[config.mk]
export PLATFORM = sky130hd
export DESIGN_NAME = store_buffer
export DESIGN_NICKNAME = d
export VERILOG_FILES = /design/src/rtl/store_buffer.sv
export SDC_FILE = /design/constraint.sdc
export NUM_CORES = 1
export LEC_CHECK = 0
export BUFFER_PORTS_ARGS = -buffer_cell sky130_fd_sc_hd__buf_4
export CORE_MARGIN = 2
export CORE_UTILIZATION = 39
export DETAILED_ROUTE_END_ITERATION = 7
export PLACE_DENSITY = 0.57
export SLEW_MARGIN = 20
export SYNTH_ARGS = -nofsm -noshare
export SYNTH_HDL_FRONTEND = slang
export SYNTH_SLANG_ARGS = --single-unit
[constraint.sdc]
create_clock -name clk -period 4.99 [get_ports clk]
set_input_delay 0.998 -clock clk [delete_from_list [all_inputs] [get_ports clk]]
set_output_delay 0.998 -clock clk [all_outputs]
set_load 0.02 [all_outputs]
[src/rtl/store_buffer.sv]
// store_buffer: posted-write queue between the CPU store port and the L1
// data cache merge stage. Stores are acknowledged one cycle after acceptance,
// held in order, drained one per handshake, and checked against incoming
// loads so the cache can stall a load that hits a pending store word.
module store_buffer #(
  parameter int DEPTH = 4
) (
  input  logic        clk,
  input  logic        rst_n,
  input  logic        mem_write,
  input  logic [31:0] mem_address,
  input  logic [31:0] mem_wdata,
  input  logic [3:0]  mem_byte_enable,
  output logic        mem_resp,
  output logic        drain_valid,
  output logic [31:0] drain_address,
  output logic [2:0]  drain_sel,
  output logic [1:0]  drain_align,
  output logic [3:0]  drain_byte_enable,
  output logic [31:0] drain_data,
  input  logic        drain_ack,
  input  logic        load_check,
  input  logic [31:0] load_address,
  output logic        load_hazard,
  output logic        empty,
  output logic        full
);

  localparam int PTR_W = $clog2(DEPTH);
  localparam int CNT_W = PTR_W + 1;

  // Entry storage; contents need no reset because valid_reg gates every use.
  logic [31:0]      addr_mem [DEPTH];
  logic [3:0]       be_mem   [DEPTH];
  logic [31:0]      data_mem [DEPTH];
  logic [DEPTH-1:0] valid_reg;
  logic [DEPTH-1:0] valid_next;

  logic [PTR_W-1:0] head_reg, head_next;
  logic [PTR_W-1:0] tail_reg, tail_next;
  logic [CNT_W-1:0] count_reg, count_next;
  logic             resp_reg;

  logic             accept;
  logic             push;
  logic             pop;
  logic [31:0]      head_addr;
  logic [DEPTH-1:0] hit;

  // An outstanding acknowledge blocks acceptance so a request the CPU is
  // still holding is not taken twice. A zero byte-enable store is
  // acknowledged but never enqueued.
  assign full        = (count_reg == CNT_W'(DEPTH));
  assign empty       = (count_reg == '0);
  assign accept      = mem_write && !resp_reg && !full;
  assign push        = accept && (mem_byte_enable != 4'b0000);
  assign drain_valid = valid_reg[head_reg];
  assign pop         = drain_valid && drain_ack;
  assign mem_resp    = resp_reg;

  // Head entry is split into the fields the line-merge stage consumes.
  assign head_addr         = addr_mem[head_reg];
  assign drain_address     = {head_addr[31:5], 5'b0};
  assign drain_sel         = head_addr[4:2];
  assign drain_align       = head_addr[1:0];
  assign drain_byte_enable = be_mem[head_reg];
  assign drain_data        = data_mem[head_reg];

  // Word-granular address match per entry; byte enables deliberately ignored
  // so any overlap with the word conservatively stalls the load.
  for (genvar gi = 0; gi < DEPTH; gi++) begin : g_hit
    assign hit[gi] = valid_reg[gi] && (addr_mem[gi][31:2] == load_address[31:2]);
  end

  assign load_hazard = load_check && (|hit);

  // Next-state for pointers, occupancy count and per-entry valid bits.
  always_comb begin
    head_next  = head_reg;
    tail_next  = tail_reg;
    count_next = count_reg;
    valid_next = valid_reg;
    if (pop) begin
      head_next = head_reg + PTR_W'(1);
    end
    if (push) begin
      tail_next = tail_reg + PTR_W'(1);
    end
    unique case ({push, pop})
      2'b10:   count_next = count_reg + CNT_W'(1);
      2'b01:   count_next = count_reg - CNT_W'(1);
      default: count_next = count_reg;
    endcase
    // Push and pop never target the same slot: that needs empty or full,
    // and those states exclude a pop or a push respectively.
    for (int i = 0; i < DEPTH; i++) begin
      if (pop && (head_reg == PTR_W'(i))) begin
        valid_next[i] = 1'b0;
      end
      if (push && (tail_reg == PTR_W'(i))) begin
        valid_next[i] = 1'b1;
      end
    end
  end

  // Control state register with synchronous active-low reset.
  always_ff @(posedge clk) begin
    if (!rst_n) begin
      head_reg  <= '0;
      tail_reg  <= '0;
      count_reg <= '0;
      valid_reg <= '0;
      resp_reg  <= 1'b0;
    end else begin
      head_reg  <= head_next;
      tail_reg  <= tail_next;
      count_reg <= count_next;
      valid_reg <= valid_next;
      resp_reg  <= accept;
    end
  end

  // Capture the accepted store into the tail slot.
  always_ff @(posedge clk) begin
    if (push) begin
      addr_mem[tail_reg] <= mem_address;
      be_mem[tail_reg]   <= mem_byte_enable;
      data_mem[tail_reg] <= mem_wdata;
    end
  end

endmodule

# Yosys cells after proc, flatten, opt, wreduce, memory -nomap -nowiden

Memories as Yosys holds them, arrays and structs flattened. A register that Yosys moved wholly into a read port is not among the register bits.
Index checks and enable logic that the tools add are counted.

Reduce and logical (&&, ||, !) cells: 29
Magnitude comparators: 1
Mux-type cells: 19
Equal/unequal tests: 13
Add/subtract/negate cells: 4

Operators with widths:

| operator                                                   | number |
|---|---|
| equality test 30 bit                                       | 4 |
| logical AND 1 bit                                          | 17 |
| two-way mux 2 bit                                          | 6 |
| two-way mux 1 bit                                          | 11 |
| equality test 2 bit, second input constant                 | 5 |
| nonzero test 2 bit                                         | 5 |
| equality test 2 x 1 -> 1 bit, second input constant        | 3 |
| case mux 3 bit (2 select lines)                            | 1 |
| adder 2 x 1 -> 2 bit, second input constant                | 2 |
| zero test 2 bit                                            | 2 |
| nonzero test 4 bit                                         | 1 |
| OR reduction 4 bit                                         | 1 |
| adder 3 x 1 -> 3 bit, second input constant                | 1 |
| equality test 3 bit, second input constant                 | 1 |
| zero test 3 bit                                            | 1 |
| less-than comparator 2 x 3 -> 1 bit, second input constant | 1 |
| subtractor 3 x 1 -> 3 bit, second input constant           | 1 |
| binary-select mux 1 bit (select 2 bit)                     | 1 |
| zero test 1 bit                                            | 2 |

Bits in registers: 12
Input port bits: 105
Memories kept: 3
RAM bits: 272
Word-level logic and storage cells: 77
Output and inout bits: 78

Memories:

| name     | words | width | rd ports | clocked after memory_dff | write ports | line | RTL |
|---|---|---|---|---|---|---|---|
| addr_mem | 4     | 32    | 5        | 1                        | 1           | 33   | `logic [31:0] addr_mem [DEPTH];` |
| data_mem | 4     | 32    | 1        | 1                        | 1           | 35   | `logic [31:0] data_mem [DEPTH];` |
| be_mem   | 4     | 4     | 1        | 1                        | 1           | 34   | `logic [3:0] be_mem [DEPTH];` |

# Longest topological paths before layout

Depth after elaboration: 6
Mapped depth: 10
Depth with buffers taken out: 10

# Worst setup path after synthesis

Ideal clock, no wire load.

Path kind: input -> register
From: input mem_write
To: memory addr_mem[0][0], enable pin
Path buffers: 0
Cell stages on the path: 3
Path slack: 1.488 ns
Required time: 4.556 ns
Data arrival time: 3.068 ns
Setup time: 0.434 ns
Path through: nor3b_1 o41a_2 and2_1

Longest elaborated chain between the ends: 5

Ends and longest elaborated chain:

| element                                 | line | RTL |
|---|---|---|
| start: declaration                      | 10   | `input logic mem_write,` |
| logical AND 1 bit (2 in a row)          | 55   | `assign accept = mem_write && !resp_reg && !full;` |
| logical AND 1 bit                       | 56   | `assign push = accept && (mem_byte_enable != 4'b0000);` |
| two-way mux 1 bit                       | 125  | `if (push) begin` |
| two-way mux 1 bit (not written as such) | 126  | `addr_mem[tail_reg] <= mem_address;` |
| end: declaration                        | 33   |  |

No other way between the ends.

==> results.txt <==
Pre-Repair DR Iteration Count - 4
part of the cycle the worst path needs - 71.59%
Setup crit end - drain_address[18]
pre-CTS WS - 1.350 ns
DR DRC count - 0
Clk pin slew, worst setup/hold paths - 0.06 ns
Crit Path Category - flop to output pin
Leakage - 4.928 nW
Reg2Reg Setup Slack - 2.42 ns
Mapped Area - 11950 sq um
crit path launch type - flop
wire per inst - 23.01 um
area of the core - 30350 sq um
H-Tree Depth - 1
flops & latches, synth - 286
setup TNS - 0 ns
Horiz. Die Dim - 179.0 um
Reg-to-Reg End - data_mem[3][26]
fin nets - 910
Hold WC Path Type - flop to flop
Clk pwr share - 38.4%
Netlist cell types - 33
switch share - 23.60%
clk buf depth - 3
Worst EP arrival - 2.57 ns
layout cell share with drive strength beyond 1 - 38.41%
Final Setup Violations - 0
clock root cell - clkbuf_16
Die Y - 179.0 um
max cap viols - 0
Starting DRT DRC Count - 364
first-pass GRT wire length - 41.01 mm
unrepaired setup endpoints after global routing - false
R2R depth - 5
combinational share of power - 13.4%
hpwl dp - 19.18 mm
total die area - 32060 sq um
Via Count - 6183
Mapped Cells - 611
gr ovfl total - 0
power per cell area - 399.5 nW/um^2
Avg Inst Size Synth - 19.56 sq um
Slew headroom - 46.04%
commonest non-fill, non-tap cell in the layout - edfxtp_1
Slew @ Worst Pin - 0.8095 ns
Final Skew - 0.01871 ns
Worst VDD drop - 0.3263 mV
Final Hold Fails - 0
Placer Congestion - 0.8647
internal power - 4.499 mW
post-cts resize count - 0
DR vias/cell - 5.081
I/O Buffers - 175
status - finished, final reports clean
Critical Path RT - 3.99 ns
Post-DRT Antenna Nets - 0
Regs by FF count - addr_mem: 128 flops, data_mem: 128 flops, be_mem: 16 flops
Initial Utilization - 39.37%
total track usage - 17.68%
vias in the first global route - 6761
total CTS buffers - 31
Max Freq - 279.9 MHz
Finished Core Util - 48.58%
CP endpoint kind - output pin
sequential share of the synthesized area - 70.70%
clock latency on the worst-skew pair - 0.56 ns
largest net degree at the start of global routing - 69
post-CTS setup buffer count - 0
TritonCTS sink count - 286
Slew Limit Fails - 0
switching power - 1.390 mW
Ys Warns - 0
FP Rows - 64
Setup WS post-layout - 1.418 ns
IO Pins - 183
number of antenna violations at the first check in global routing - 2
routed wire length - 28.01 mm
CTS tree - yes
FF-to-FF Start - count_reg[0]
area grow syn2layout - 23.38%
worst-path fanout max - 36
Tmin final - 3.572 ns
register share of total power - 48.2%
commonest non-fill, non-tap cells in the layout - 272 x edfxtp_1, 183 x buf_4, 78 x xnor2_1
CTS Hold Bufs - 0
-- critical path, cell delays in order, from the launching register on --
cell and delay, ns:
dfxtp_4 0.85, buf_12 0.37, mux4_2 0.58, buf_4 0.18
-- per-layer routing --
metal / part of all wire, % / wire length [um] / track usage [%] / vias up
li1: - / - / - / 2779
met1: 40 / 11130 / 22.29 / 3151
met2: 49 / 13770 / 29.81 / 201
met3: 8.6 / 2407 / 5.216 / 50
met4: 2.4 / 680 / 4.709 / 2
met5: 0.057 / 16 / 0 / -
-- worst min path at each step --
stage / startpoint / to / slack (ns) / cells after the start
4_1_cts: count_reg[2] / count_reg[2] / 0.51 / 2
5_1_grt: count_reg[2] / count_reg[2] / 0.57 / 2
2_1_floorplan: count_reg[2] / count_reg[2] / 0.47 / 2
6_report: count_reg[2] / count_reg[2] / 0.52 / 2
3_5_place_dp: count_reg[2] / count_reg[2] / 0.50 / 2
3_3_place_gp: count_reg[2] / count_reg[2] / 0.48 / 2
-- layout make-up --
cell class | count | area [sq um]
fillers | 2560 | 15610
flip-flops and latches | 286 | 8456
multi-input cells | 282 | 3306
repair buffers | 185 | 1421
clock buffers | 42 | 867.1
well taps | 396 | 495.5
clock inverters | 16 | 161.4
inverters | 9 | 33.78
diodes | 1 | 2.502
-- cell families after synthesis --
family,Yosys count,synth area share [%]
flops,286,70.70
buf+inv,47,1.843
mux,70,13.09
fa+ha+maj,10,1.110
other cells,1,0.03138
simple gates,59,3.078
compound gates,14,0.9947
xor+xnor,124,9.152
-- synth_stat cells --
library cell  instances  area share [%]
edfxtp_1            272              68
xnor2_1              78             5.7
mux4_2               69              13
xor2_1               45             3.3
nand4_1              24             1.3
clkbuf_1             19            0.60
nor4_1               16            0.84
dfxtp_1              14             2.3
and2_1               10            0.52
ha_1                  9            0.94
inv_1                 9            0.28
buf_2                 8            0.34
buf_4                 7            0.44
a21boi_2              4            0.38
o21a_1                4            0.25
buf_1                 3           0.094
nor2b_1               2            0.10
nor3b_1               2            0.13
o21ai_0               2           0.084
a21boi_0              1           0.063
a21oi_1               1           0.042
a41oi_1               1           0.073
and2_4                1           0.073
buf_6                 1           0.094
conb_1                1           0.031
fa_1                  1            0.17
mux2i_1               1           0.084
nand2_1               1           0.031
nor2_1                1           0.031
nor3_1                1           0.042
o41a_2                1            0.10
or3_1                 1           0.052
xnor2_2               1            0.14
-- through the flow --
stage / std cells / hold slack [ns] / instance area, sq um / power [mW]
CTS: 1215 / 0.5120 / 14710 / 5.970
global placement: 1157 / 0.4842 / 13680 / 3.675
global route: 1216 / 0.5718 / 14740 / 6.120
detailed placement: 1157 / 0.5039 / 13680 / 3.694
floorplan: 615 / 0.4729 / 11960 / 3.329
finish: 1217 / 0.5192 / 14740 / 5.889
-- power by group through the flow --
stage               registers (mW)  clock network [mW]  logic [mW]
floorplan                     2.86                   0       0.467
global placement              2.88                   0       0.790
detailed placement            2.89                   0       0.799
CTS                           2.84                2.32       0.805
global route                  2.85                2.42       0.850
finish                        2.84                2.26       0.792
No activity file was read; power rests on OpenSTA's default activity.
